File: config.mk
export PLATFORM = sky130hd
export DESIGN_NAME = cdb_arbiter_flat
export DESIGN_NICKNAME = d
export VERILOG_FILES = /design/src/rtl/cdb_arbiter_if.sv /design/src/rtl/cdb_arbiter.sv /design/src/flat_wrapper.sv
export SDC_FILE = /design/constraint.sdc
export NUM_CORES = 1
export LEC_CHECK = 0
export CAP_MARGIN = 20
export CELL_PAD_IN_SITES_DETAIL_PLACEMENT = 1
export CELL_PAD_IN_SITES_GLOBAL_PLACEMENT = 2
export CORE_MARGIN = 3
export CORE_UTILIZATION = 24
export CTS_CLUSTER_SIZE = 10
export DETAILED_ROUTE_END_ITERATION = 16
export PLACE_DENSITY = 0.83
export SETUP_SLACK_MARGIN = 0.05
export SYNTH_ARGS = -nofsm -noshare
export SYNTH_HDL_FRONTEND = slang
export SYNTH_SLANG_ARGS = --single-unit
File: constraint.sdc
create_clock -name clock -period 7.94 [get_ports clock]
set_clock_uncertainty 0.05 [all_clocks]
set_input_delay 1.588 -clock clock [delete_from_list [all_inputs] [get_ports clock]]
set_output_delay 1.588 -clock clock [all_outputs]
set_load 0.02 [all_outputs]
File: src/rtl/cdb_arbiter_if.sv
// Common data bus request/broadcast bundle between functional units and the CDB arbiter.
// The master side is the FU cluster plus CDB consumers; the slave side is the arbiter.
interface cdb_arbiter_if #(
   parameter int unsigned NUM_FU    = 6,
   parameter int unsigned WAYS      = 2,
   parameter int unsigned ROB_IDX_W = 5,
   parameter int unsigned PRF_IDX_W = 6,
   parameter int unsigned XLEN      = 32
);

   logic [NUM_FU-1:0]                req_valid;
   logic [NUM_FU-1:0][ROB_IDX_W-1:0] req_rob_idx;
   logic [NUM_FU-1:0][PRF_IDX_W-1:0] req_prn;
   logic [NUM_FU-1:0][XLEN-1:0]      req_value;
   logic [NUM_FU-1:0]                req_direction;
   logic [NUM_FU-1:0][XLEN-1:0]      req_target;
   logic [NUM_FU-1:0]                req_ready;

   logic [WAYS-1:0]                  CDB_valid;
   logic [WAYS-1:0][ROB_IDX_W-1:0]   CDB_ROB_idx;
   logic [WAYS-1:0][PRF_IDX_W-1:0]   CDB_PRN;
   logic [WAYS-1:0][XLEN-1:0]        CDB_value;
   logic [WAYS-1:0]                  CDB_direction;
   logic [WAYS-1:0][XLEN-1:0]        CDB_target;

   modport master (
      output req_valid, req_rob_idx, req_prn, req_value, req_direction, req_target,
      input  req_ready,
      input  CDB_valid, CDB_ROB_idx, CDB_PRN, CDB_value, CDB_direction, CDB_target
   );

   modport slave (
      input  req_valid, req_rob_idx, req_prn, req_value, req_direction, req_target,
      output req_ready,
      output CDB_valid, CDB_ROB_idx, CDB_PRN, CDB_value, CDB_direction, CDB_target
   );

endinterface

File: src/rtl/cdb_arbiter.sv
// Round-robin arbiter granting up to WAYS functional-unit completions per cycle onto a
// registered common data bus; a nuke squashes all grants and the next broadcast.
module cdb_arbiter #(
   parameter int unsigned NUM_FU    = 6,
   parameter int unsigned WAYS      = 2,
   parameter int unsigned ROB_IDX_W = 5,
   parameter int unsigned PRF_IDX_W = 6,
   parameter int unsigned XLEN      = 32,
   localparam int unsigned PtrW     = (NUM_FU > 1) ? $clog2(NUM_FU) : 1
) (
   input  logic              clock,
   input  logic              reset,
   input  logic              nuke,
   cdb_arbiter_if.slave      bus,
   output logic [PtrW-1:0]   rr_ptr
);

   localparam int unsigned CntW = $clog2(WAYS + 1);

   logic [PtrW-1:0]                rr_ptr_q, rr_ptr_d;
   logic [NUM_FU-1:0]              valid_eff;
   logic [NUM_FU-1:0]              grant;
   logic [WAYS-1:0]                slot_used;
   logic [WAYS-1:0][PtrW-1:0]      slot_sel;
   logic [PtrW-1:0]                last_fu;
   logic                           any_grant;
   logic [PtrW:0]                  scan;
   logic [PtrW-1:0]                idx;
   logic [CntW-1:0]                cnt;

   logic [WAYS-1:0]                cdb_valid_q;
   logic [WAYS-1:0][ROB_IDX_W-1:0] cdb_rob_idx_q;
   logic [WAYS-1:0][PRF_IDX_W-1:0] cdb_prn_q;
   logic [WAYS-1:0][XLEN-1:0]      cdb_value_q;
   logic [WAYS-1:0]                cdb_direction_q;
   logic [WAYS-1:0][XLEN-1:0]      cdb_target_q;

   // A nuke hides every request, so no grant, no pointer move and an empty broadcast follow.
   assign valid_eff = nuke ? '0 : bus.req_valid;

   // Scan from rr_ptr with a modulo-NUM_FU wrap; the k-th hit lands in slot k.
   always_comb begin
      grant     = '0;
      slot_used = '0;
      slot_sel  = '0;
      last_fu   = rr_ptr_q;
      any_grant = 1'b0;
      cnt       = '0;
      scan      = '0;
      idx       = '0;
      for (int unsigned i = 0; i < NUM_FU; i++) begin
         scan = {1'b0, rr_ptr_q} + (PtrW + 1)'(i);
         if (scan >= (PtrW + 1)'(NUM_FU)) begin
            scan = scan - (PtrW + 1)'(NUM_FU);
         end
         idx = scan[PtrW-1:0];
         if (valid_eff[idx] && (cnt < CntW'(WAYS))) begin
            grant[idx] = 1'b1;
            for (int unsigned s = 0; s < WAYS; s++) begin
               if (cnt == CntW'(s)) begin
                  slot_used[s] = 1'b1;
                  slot_sel[s]  = idx;
               end
            end
            cnt       = cnt + CntW'(1);
            last_fu   = idx;
            any_grant = 1'b1;
         end
      end
   end

   always_comb begin
      rr_ptr_d = rr_ptr_q;
      if (any_grant) begin
         rr_ptr_d = (last_fu == PtrW'(NUM_FU - 1)) ? '0 : last_fu + PtrW'(1);
      end
   end

   // Ready is forced low for as long as the asynchronous reset is held.
   assign bus.req_ready = reset ? grant : '0;

   always_ff @(posedge clock or negedge reset) begin
      if (!reset) begin
         rr_ptr_q        <= '0;
         cdb_valid_q     <= '0;
         cdb_rob_idx_q   <= '0;
         cdb_prn_q       <= '0;
         cdb_value_q     <= '0;
         cdb_direction_q <= '0;
         cdb_target_q    <= '0;
      end else begin
         rr_ptr_q    <= rr_ptr_d;
         cdb_valid_q <= slot_used;
         for (int unsigned s = 0; s < WAYS; s++) begin
            if (slot_used[s]) begin
               cdb_rob_idx_q[s]   <= bus.req_rob_idx[slot_sel[s]];
               cdb_prn_q[s]       <= bus.req_prn[slot_sel[s]];
               cdb_value_q[s]     <= bus.req_value[slot_sel[s]];
               cdb_direction_q[s] <= bus.req_direction[slot_sel[s]];
               cdb_target_q[s]    <= bus.req_target[slot_sel[s]];
            end
         end
      end
   end

   assign rr_ptr            = rr_ptr_q;
   assign bus.CDB_valid     = cdb_valid_q;
   assign bus.CDB_ROB_idx   = cdb_rob_idx_q;
   assign bus.CDB_PRN       = cdb_prn_q;
   assign bus.CDB_value     = cdb_value_q;
   assign bus.CDB_direction = cdb_direction_q;
   assign bus.CDB_target    = cdb_target_q;

endmodule

File: src/flat_wrapper.sv
// flat-port wrapper written by rule: the top's interface ports become plain ports
module cdb_arbiter_flat 
#(
   parameter int unsigned NUM_FU    = 6,
   parameter int unsigned WAYS      = 2,
   parameter int unsigned ROB_IDX_W = 5,
   parameter int unsigned PRF_IDX_W = 6,
   parameter int unsigned XLEN      = 32,
   localparam int unsigned PtrW     = (NUM_FU > 1) ? $clog2(NUM_FU) : 1
)
  (clock, reset, nuke, rr_ptr, bus_req_valid, bus_req_rob_idx, bus_req_prn, bus_req_value, bus_req_direction, bus_req_target, bus_req_ready, bus_CDB_valid, bus_CDB_ROB_idx, bus_CDB_PRN, bus_CDB_value, bus_CDB_direction, bus_CDB_target);
  cdb_arbiter_if #(.NUM_FU(NUM_FU), .WAYS(WAYS), .ROB_IDX_W(ROB_IDX_W), .PRF_IDX_W(PRF_IDX_W), .XLEN(XLEN)) bus_i ();
  input  logic clock;
  input  logic reset;
  input  logic nuke;
  output logic [PtrW-1:0] rr_ptr;
  input wire logic [$bits(bus_i.req_valid)-1:0] bus_req_valid;
  input wire logic [$bits(bus_i.req_rob_idx)-1:0] bus_req_rob_idx;
  input wire logic [$bits(bus_i.req_prn)-1:0] bus_req_prn;
  input wire logic [$bits(bus_i.req_value)-1:0] bus_req_value;
  input wire logic [$bits(bus_i.req_direction)-1:0] bus_req_direction;
  input wire logic [$bits(bus_i.req_target)-1:0] bus_req_target;
  output wire logic [$bits(bus_i.req_ready)-1:0] bus_req_ready;
  output wire logic [$bits(bus_i.CDB_valid)-1:0] bus_CDB_valid;
  output wire logic [$bits(bus_i.CDB_ROB_idx)-1:0] bus_CDB_ROB_idx;
  output wire logic [$bits(bus_i.CDB_PRN)-1:0] bus_CDB_PRN;
  output wire logic [$bits(bus_i.CDB_value)-1:0] bus_CDB_value;
  output wire logic [$bits(bus_i.CDB_direction)-1:0] bus_CDB_direction;
  output wire logic [$bits(bus_i.CDB_target)-1:0] bus_CDB_target;
  assign bus_i.req_valid = bus_req_valid;
  assign bus_i.req_rob_idx = bus_req_rob_idx;
  assign bus_i.req_prn = bus_req_prn;
  assign bus_i.req_value = bus_req_value;
  assign bus_i.req_direction = bus_req_direction;
  assign bus_i.req_target = bus_req_target;
  assign bus_req_ready = bus_i.req_ready;
  assign bus_CDB_valid = bus_i.CDB_valid;
  assign bus_CDB_ROB_idx = bus_i.CDB_ROB_idx;
  assign bus_CDB_PRN = bus_i.CDB_PRN;
  assign bus_CDB_value = bus_i.CDB_value;
  assign bus_CDB_direction = bus_i.CDB_direction;
  assign bus_CDB_target = bus_i.CDB_target;
  cdb_arbiter #(.NUM_FU(NUM_FU), .WAYS(WAYS), .ROB_IDX_W(ROB_IDX_W), .PRF_IDX_W(PRF_IDX_W), .XLEN(XLEN)) u_core (.clock(clock), .reset(reset), .nuke(nuke), .bus(bus_i), .rr_ptr(rr_ptr));
endmodule
==> results of run 1 <==
worst max-delay path, stage by stage:
cell and delay [ns]:
clkdlybuf4s50_1 0.42, mux2_2 0.29, nor4b_2 0.18, nor2_2 0.16
inv_2 0.07, ha_4 0.18, nor4bb_4 0.24, buf_4 0.16
a32o_2 0.21, nor2_4 0.05, o311ai_0 0.11, nand4_1 0.20
or3_4 0.44, ha_4 0.29, nor2_1 0.06, a2111oi_4 0.42
buf_4 0.20, nand3b_1 0.07, o211ai_1 0.14, nor2_1 0.12
nor3b_2 0.21, buf_4 0.17
state kept, by name, summed over array words and instances, names as in the netlist:
register	count
u_core.bus.CDB_target	64
u_core.bus.CDB_PRN	12
u_core.bus.CDB_value	64
u_core.bus.CDB_ROB_idx	10
u_core.bus.CDB_direction	2
u_core.bus.CDB_valid	2
u_core.rr_ptr	3
cell families (layout without fill, tap and decap cells):
family          after synthesis  in the layout
simple gates                580            580
compound gates              491            491
mux                         319            319
buf+inv                     181            778
flops                       157            157
fa+ha+maj                    17             17
xor+xnor                      6              6
other cells                   0             17
routing by layer:
layer  up-vias  share of wire, %  global-route usage, %  routed length, um
met5         -             0.043                      0                 39
met4         6               3.4                   10.5               3030
met3       147               7.1                   6.32               6390
met2       731                49                   45.4              44000
met1      8958                41                   31.5              36500
li1       7775                 -                      -                  -
repair_timing:
item                       in CTS  in global routing
setup buffers                   2                  1
gates resized for setup        26                 30
pin swaps                       1                 13
setup endpoints to repair       6                  6
synthesized netlist by cell type (6+ instances only):
| library cell | n | share of area [%] |
|---|---|---|
| nand2_1 | 403 | 10 |
| mux2i_1 | 236 | 16 |
| dfrtp_1 | 157 | 26 |
| a32o_1 | 155 | 10 |
| nor2_1 | 105 | 2.6 |
| a21oi_1 | 91 | 3.1 |
| mux2_2 | 80 | 6.1 |
| clkbuf_1 | 73 | 1.8 |
| buf_2 | 69 | 2.3 |
| o21ai_0 | 54 | 1.8 |
| a221oi_2 | 40 | 4.0 |
| a221oi_1 | 38 | 2.2 |
| o21ai_1 | 36 | 1.2 |
| ha_1 | 17 | 1.4 |
| inv_1 | 13 | 0.33 |
| buf_4 | 10 | 0.50 |
| buf_6 | 10 | 0.76 |
| nor3_1 | 10 | 0.34 |
| nand3_1 | 9 | 0.30 |
| a22o_1 | 7 | 0.41 |
| nor2b_1 | 7 | 0.29 |
| o211ai_1 | 7 | 0.35 |
| and2_1 | 6 | 0.25 |
layout make-up:
| cell class | instances | area share (%) |
|---|---|---|
| Multi-Input combinational cell | 1413 | 44.1 |
| Timing Repair Buffer | 730 | 31.8 |
| Sequential cell | 157 | 16.9 |
| Tap cell | 782 | 4.21 |
| Clock buffer | 19 | 1.90 |
| Clock inverter | 13 | 0.570 |
| Inverter | 16 | 0.264 |
| Antenna cell | 17 | 0.183 |
stage by stage:
step,instance area [um2],setup WS (ns)
2_1_floorplan,14900,0.172
6_report,23300,0.318
5_1_grt,23200,0.0873
3_3_place_gp,22500,-0.417
4_1_cts,23100,0.0839
3_5_place_dp,22500,-0.475
worst min path at each step:
stage | from | to | cells after the start
after floorplan | u_core.bus.CDB_target[21]$_DFFE_PN0P_ | u_core.bus.CDB_target[21]$_DFFE_PN0P_ | 2
after global placement | u_core.bus.CDB_value[10]$_DFFE_PN0P_ | u_core.bus.CDB_value[10]$_DFFE_PN0P_ | 2
after detailed placement | u_core.bus.CDB_value[26]$_DFFE_PN0P_ | u_core.bus.CDB_value[26]$_DFFE_PN0P_ | 2
after CTS | u_core.bus.CDB_target[4]$_DFFE_PN0P_ | u_core.bus.CDB_target[4]$_DFFE_PN0P_ | 2
after global routing | u_core.bus.CDB_target[4]$_DFFE_PN0P_ | u_core.bus.CDB_target[4]$_DFFE_PN0P_ | 2
final | u_core.bus.CDB_ROB_idx[4]$_DFFE_PN0P_ | u_core.bus.CDB_ROB_idx[4]$_DFFE_PN0P_ | 2
==> flow_metrics.tcl, run 1 <==
set metrics [dict create \
    max_freq_mhz 131 \
    synth-compound-area-share_pct 27.3 \
    clock_sinks 157 \
    synth_xor_area_share_pct 0.404 \
    startpoint "bus_req_valid[4]" \
    cts_tree "done" \
    final_cells 3147 \
    htreeDepth 4 \
    grt_pass1_vias 18900 \
    setup_viol 0 \
    reg2reg_from "u_core.rr_ptr[1]$_DFFE_PN0P_" \
    path_clk_slew_ns 0.08 \
    die_h_um 255 \
    final_util_pct 38.3 \
    slew_headroom_pct 29.0 \
    netlist_area_um2 14900 \
    crit_type "primary input to primary output" \
    synthAdderAreaFrac_pct 1.43 \
    root_buffer "clkbuf_16" \
    grt_pass1_wl_um 127000 \
    grt_max_degree 114 \
    finalCritPeriodShare_pct 96.0 \
    slew_viol_final 0 \
    required_ns 6.30 \
    vias 17600 \
    worstRegToRegCells 25 \
    muxShareOfSynthArea_pct 22.3 \
    yosys_warnings 0 \
    avgSynthCellArea_um2 8.50 \
    cts_made_buffers 17 \
    finalCriticalPeriod_ns 7.62 \
    areaGrowthSynthToFinish_pct 56.4 \
    synth.distinct_cells 83 \
    yosys.area_share.simple_pct 16.2 \
    ff_latch_area_um2 3930 \
    core-area_um2 60800 \
    finalWirelength_um 90000 \
    min-delay-path-class "flip-flop to flip-flop" \
    final_cell_mix "clkdlybuf4s50_1, nand2_1, mux2i_1" \
    final_common_cell "clkdlybuf4s50_1" \
    synthCells 1751 \
    synth-seq-area-share_pct 26.4 \
    worst_setup_path_start_kind "primary input" \
    cp-end-kind "primary output" \
    avgRoutedWirePerCell_um 28.6 \
    antenna_found_initial 18 \
    async_flop_share_pct 100 \
    synthFlopType "dfrtp_1" \
    whs_ns 0.463 \
    grt_usage_pct 26.3 \
    critical_path_arrival_ns 5.98 \
    crit_path_end "bus_req_ready[3]" \
    nets 2817 \
    row_count 90 \
    die_x_um 255 \
    via_per_inst 5.60 \
    hold_viol 0 \
    reg2reg_to "u_core.bus.CDB_target[20]$_DFFE_PN0P_" \
    ctsLongestPathBuffers 2 \
    crit_fanout 4 \
    drt-initial-drc-count 1021 \
    hpwlAfterDp_um 64200 \
    ff2ff_setup_slack_ns 1.41 \
    start_util_pct 24.5 \
    synth-seq-cells 157 \
    synth-edff-count 0 \
    synth_top_family_by_area "compound AO/OA/AOI/OAI gates" \
    status "completed" \
    worstSkewPairLatency_ns 0.49 \
    die_area_um2 65000 \
    antenna_left 0 \
    gr-total-overflow 0 \
    port-buffer-count 627 \
    drive_gt1_share_pct 13.4 \
    drc 0 \
    ioPinCount 628 \
    firstDrtPassIters 5 \
    n_fill_cell 7083 \
    hold_buffers 0 \
    mappedNetlistNets 2233 \
    multi_input_area_um2 10300 \
    gp_congestion 0.913 \
    dp.cells 3095 \
    setup_tns_ns 0 \
    maxCapViolCount 0 \
    worst_pin_slew_ns 1.07 \
    rsz0062_at_grt "false" \
]
Power of run 1 is left out: the tool's default activity adds up to more than one toggle a clock period on the data nets, which glitch-free logic cannot reach.
==> run 2: changes to the inputs <==
- REMOVE_ABC_BUFFERS: not set -> 1
==> run 2 against run 1 <==
Via count about the same. Routed wire length decreased by 1.7%. First-iteration DRC count decreased by 11%. Setup slack got worse by 0.0091 ns. Sequential share of layout area about the same. Die area unchanged. Worst hold slack improved by 0.0059 ns. Register-to-register slack got worse by 0.22 ns. Global-route usage decreased by 0.17 points. Critical path depth decreased by 2. Design area decreased by 0.29%. Critical path type unchanged. Critical endpoint is now bus_req_ready[4]. Largest cell class unchanged. Highest routed layer unchanged.
==> flow_metrics.tcl, run 2 (synthesis results as in run 1) <==
set metrics [dict create \
    hold_buffers 0 \
    hpwlAfterDp_um 62600 \
    worst_setup_path_start_kind "primary input" \
    slowest_delay_ns 0.54 \
    port-buffer-count 627 \
    ctsLongestPathBuffers 2 \
    via_per_inst 5.59 \
    path_delay_family "simple AND/OR/NAND/NOR gates" \
    rsz0062_at_grt "true" \
    die_h_um 255 \
    die_x_um 255 \
    dp.cells 3092 \
    grt_pass1_wl_um 127000 \
    crit_path_cell_trace "clkdlybuf4s50_1, buf_4, mux2i_2, or4_4, nand3_2, ha_4, nor2_2, a32o_2, nor3_4, nor3_1, and4_4, or3_4, ha_4, nor2_1, a2111oi_4, nand2_2, o221ai_2, nor2_1, a211oi_1, buf_2" \
    root_buffer "clkbuf_16" \
    grt_usage_pct 26.1 \
    row_count 90 \
    htreeDepth 4 \
    final_cells 3155 \
    core-area_um2 60800 \
    drive_gt1_share_pct 13.2 \
    antenna_left 0 \
    start_util_pct 24.5 \
    clock_sinks 157 \
    drc 0 \
    finalCriticalPeriod_ns 7.63 \
    cts_tree "done" \
    nets 2815 \
    slew_headroom_pct 29.8 \
    max_freq_mhz 131 \
    path_clk_slew_ns 0.07 \
    crit_type "primary input to primary output" \
    finalWirelength_um 88400 \
    antenna_found_initial 27 \
    min-delay-path-class "flip-flop to flip-flop" \
    setup_viol 0 \
    worstSkewPairLatency_ns 0.50 \
    slowest_stage "or4_4" \
    maxCapViolCount 0 \
    avgRoutedWirePerCell_um 28.0 \
    die_area_um2 65000 \
    cp-end-kind "primary output" \
    grt_max_degree 110 \
    status "completed" \
    hold_viol 0 \
    worst_pin_slew_ns 1.03 \
    gp_congestion 0.897 \
    firstDrtPassIters 5 \
    gr-total-overflow 0 \
    finalCritPeriodShare_pct 96.1 \
    cts_made_buffers 17 \
    crit_buf_inv 3 \
    vias 17600 \
    critical_path_arrival_ns 5.99 \
    slew_viol_final 0 \
    ioPinCount 628 \
    final_common_cell "clkdlybuf4s50_1" \
    crit_fanout 4 \
    final_cell_mix "clkdlybuf4s50_1, nand2_1, mux2i_1" \
    grt_pass1_vias 19200 \
    areaGrowthSynthToFinish_pct 55.9 \
    drt-initial-drc-count 910 \
    required_ns 6.30 \
]
==> run 2: cell types whose count changed in the layout (fill, tap and decap cells not counted), sizes merged <==
cell,previous run,this run
buf,109,106
bufinv,1,3
clkbuf,19,22
clkdlybuf4s15,1,0
clkdlybuf4s50,615,619
clkinvlp,2,1
diode,17,27
dlygate4sd2,0,1
dlymetal6s2s,5,1
inv,19,16
==> run 2: final timing paths <==
| path | startpoint | to | slack [ns] | cells after the start |
|---|---|---|---|---|
| setup reg to reg | u_core.rr_ptr[0]$_DFFE_PN0P_ | u_core.bus.CDB_PRN[5]$_DFFE_PN0P_ | 1.19 | 21 |
| min in group asynchronous | reset | u_core.bus.CDB_value[12]$_DFFE_PN0P_ | 1.02 | 1 |
| hold reg to reg | u_core.bus.CDB_value[7]$_DFFE_PN0P_ | u_core.bus.CDB_value[7]$_DFFE_PN0P_ | 0.47 | 2 |
| max in group asynchronous | reset | u_core.bus.CDB_value[34]$_DFFE_PN0P_ | 5.32 | 2 |
| hold / removal | u_core.bus.CDB_value[7]$_DFFE_PN0P_ | u_core.bus.CDB_value[7]$_DFFE_PN0P_ | 0.47 | 2 |
| setup / recovery | bus_req_valid[2] | bus_req_ready[4] | 0.31 | 20 |
==> run 2: repair_timing <==
| action | 4_1_cts | 5_1_grt |
|---|---|---|
| endpoints found under the hold margin | 0 | 0 |
| setup endpoints to repair | 6 | 6 |
| resized for setup | 23 | 25 |
| setup buffers | 0 | 4 |
| pin swaps | 0 | 5 |
==> run 2: metrics by stage <==
stage / setup WS [ns] / area [um2] / TNS [ns] / utilization (%) / hold WS [ns]
2_1_floorplan: -5.51 / 14100 / -623.11 / - / 0.556
3_3_place_gp: -0.265 / 22400 / -1.19 / 36.8 / 0.453
3_5_place_dp: -0.384 / 22400 / -1.89 / 36.8 / 0.460
4_1_cts: 0.0525 / 23000 / 0 / 37.8 / 0.469
5_1_grt: 0.0140 / 23200 / 0 / 38.1 / 0.488
6_report: 0.309 / 23200 / 0 / 38.1 / 0.469
==> run 2: area by class of cell <==
type / count / area, um2
Inverter: 16 / 61.3
Multi-Input combinational cell: 1413 / 10300
Timing Repair Buffer: 728 / 7280
Tap cell: 782 / 978
Clock inverter: 11 / 155
Sequential cell: 157 / 3930
Clock buffer: 21 / 470
Fill cell: 7036 / 37600
Antenna cell: 27 / 67.6
==> run 2: metal layers <==
| layer | up-vias | GRT usage, % | wire (um) |
|---|---|---|---|
| li1 | 7777 | - | - |
| met1 | 9018 | 30.7 | 35500 |
| met4 | 14 | 11.8 | 3130 |
| met3 | 146 | 6.58 | 5650 |
| met5 | - | 0 | 91 |
| met2 | 674 | 44.9 | 44000 |
==> run 2: worst register-to-register path, cell delays in order (launching register included) <==
cell and delay (ns):
dfrtp_1 0.57, ha_1 0.34, xor2_1 0.57, mux2i_1 0.43
nand2_1 0.15, nand3_2 0.15, ha_4 0.18, nor2_2 0.06
a32o_2 0.32, buf_4 0.15, nor3_2 0.19, nor2_1 0.11
ha_1 0.32, buf_4 0.18, a2111oi_2 0.52, or4b_1 0.52
and2_4 0.18, mux2i_1 0.44, or2_4 0.50, buf_12 0.36
o21ai_0 0.23, a21oi_1 0.18
Power of run 2 is left out for the same reason.
==> run 3: changes to the inputs <==
- CORE_UTILIZATION: 24 -> 26
- CTS_CLUSTER_SIZE: 10 -> not set
- PLACE_DENSITY: 0.83 -> 0.89
- clock period: 7.94 -> 9.65 ns (I/O delays scaled with it)
==> run 3 against run 2 <==
Flip-flop and latch count unchanged. Final cell count decreased by 2.0%. Setup slack improved by 0.19 ns. Sequential share of layout area increased by 0.41 points. Via count decreased by 0.13%. Register-to-register slack improved by 0.97 ns. Clock-buffer cell count decreased by 2. Utilization increased by 1.9 points. Highest routed layer unchanged. Worst hold slack got worse by 0.0025 ns.
==> flow_metrics.tcl, run 3 (synthesis results as in run 1) <==
set metrics [dict create \
    gp_congestion 0.953 \
    finalCriticalPeriod_ns 9.16 \
    worst_setup_path_start_kind "primary input" \
    core-area_um2 56500 \
    drc 0 \
    required_ns 7.67 \
    ff2ff_setup_slack_ns 2.16 \
    cp-end-kind "primary output" \
    crit_fanout 5 \
    areaGrowthSynthToFinish_pct 52.2 \
    worstSkewPairLatency_ns 0.49 \
    grt_pass1_wl_um 128000 \
    port-buffer-count 627 \
    crit_top_cell "nor2_1" \
    grt_use_met3_pct 8.31 \
    rsz0062_at_grt "false" \
    nets 2787 \
    slew_headroom_pct 29.4 \
    drt-initial-drc-count 882 \
    clock_sinks 157 \
    grtUsageMet2_pct 47.9 \
    worst_pin_slew_ns 1.06 \
    setup_viol 0 \
    final_cell_mix "clkdlybuf4s50_1, nand2_1, mux2i_1" \
    cts_made_buffers 17 \
    antenna_left 0 \
    hold_viol 0 \
    via_per_inst 5.69 \
    hold_buffers 0 \
    status "completed" \
    cts_tree "done" \
    finalCritPeriodShare_pct 94.9 \
    antenna_found_initial 25 \
    gr-total-overflow 0 \
    critical_path_arrival_ns 7.18 \
    grt_pass1_vias 19400 \
    crit_buf_inv 2 \
    final_util_pct 40.1 \
    crit_type "primary input to primary output" \
    path_clk_slew_ns 0.07 \
    crit_path_cell_trace "clkdlybuf4s50_1, mux2i_2, or4_1, nand3_1, ha_1, nor2_1, a32o_1, nor3_2, nor3_1, and4_4, or3_1, ha_1, nor2_1, a2111oi_2, nand2_1, o221ai_1, nor2_1, a211oi_1, clkdlybuf4s50_1" \
    grt_max_degree 94 \
    row_count 87 \
    ioPinCount 628 \
    slew_viol_final 0 \
    avgRoutedWirePerCell_um 28.2 \
    reg2reg_from "u_core.rr_ptr[0]$_DFFE_PN0P_" \
    grt_usage_pct 28.3 \
    hold_path_end "u_core.bus.CDB_target[25]$_DFFE_PN0P_" \
    worstRegToRegCells 23 \
    reg2reg_to "u_core.bus.CDB_target[45]$_DFFE_PN0P_" \
    post_cts_buffers 0 \
    path_delay_family "simple AND/OR/NAND/NOR gates" \
    firstDrtPassIters 5 \
    busiest_layer "met2" \
    hp-start "u_core.bus.CDB_target[25]$_DFFE_PN0P_" \
    maxCapViolCount 0 \
    drive_gt1_share_pct 11.1 \
    min_path_cells 2 \
    die_x_um 245 \
    root_buffer "clkbuf_16" \
    hpwlAfterDp_um 62200 \
    ctsLongestPathBuffers 2 \
    min-delay-path-class "flip-flop to flip-flop" \
    die_area_um2 60100 \
    die_h_um 245 \
    htreeDepth 4 \
    start_util_pct 26.3 \
    finalWirelength_um 87300 \
    slowest_stage "clkdlybuf4s50_1" \
    cts_resized 0 \
    final_common_cell "clkdlybuf4s50_1" \
    grt_use_met1_pct 32.7 \
    vias 17600 \
    max_freq_mhz 109 \
    slowest_delay_ns 0.65 \
]
==> run 3: per-stage QoR <==
step	instance area, um2	cells	TNS, ns	worst slack, ns	hold WS [ns]
2_1_floorplan	14100	1586	-362.75	-3.81	0.556
3_3_place_gp	22000	3042	0	0.472	0.454
3_5_place_dp	22000	3042	0	0.438	0.461
4_1_cts	22600	3074	0	0.407	0.471
5_1_grt	22600	3087	0	0.0972	0.496
6_report	22600	3093	0	0.494	0.467
==> run 3: layout make-up <==
class	count	area (um2)
antenna	19	47.5
clock buffer	19	443
clock inverter	13	114
fill	6541	33800
inverter	16	60.1
multi-input combinational	1413	10100
sequential	157	3930
tap	756	946
timing repair buffer	700	6980
==> run 3: worst max path at each step <==
| stage | to | cells after the start | start |
|---|---|---|---|
| floorplan | u_core.bus.CDB_PRN[11]$_DFFE_PN0P_ | 19 | bus_req_valid[5] |
| global placement | bus_req_ready[4] | 18 | nuke |
| detailed placement | bus_req_ready[4] | 18 | nuke |
| CTS | bus_req_ready[4] | 18 | nuke |
| global route | bus_req_ready[2] | 21 | bus_req_valid[2] |
| finish | bus_req_ready[4] | 19 | bus_req_valid[2] |
==> run 3: worst min-delay path: cells and delay by family, from the launching register on <==
kind	cells	cell delay, ns
AOI/OAI and AO/OA	1	0.05
and+or+nand+nor	1	0.06
DFF	1	0.38
==> run 3: metal layers <==
metal	vias to the layer above	part of all wire, %
met5	-	0.12
met4	16	4.5
met3	227	7.6
met2	768	49
met1	8882	39
li1	7713	-
Power of run 3 is left out for the same reason.
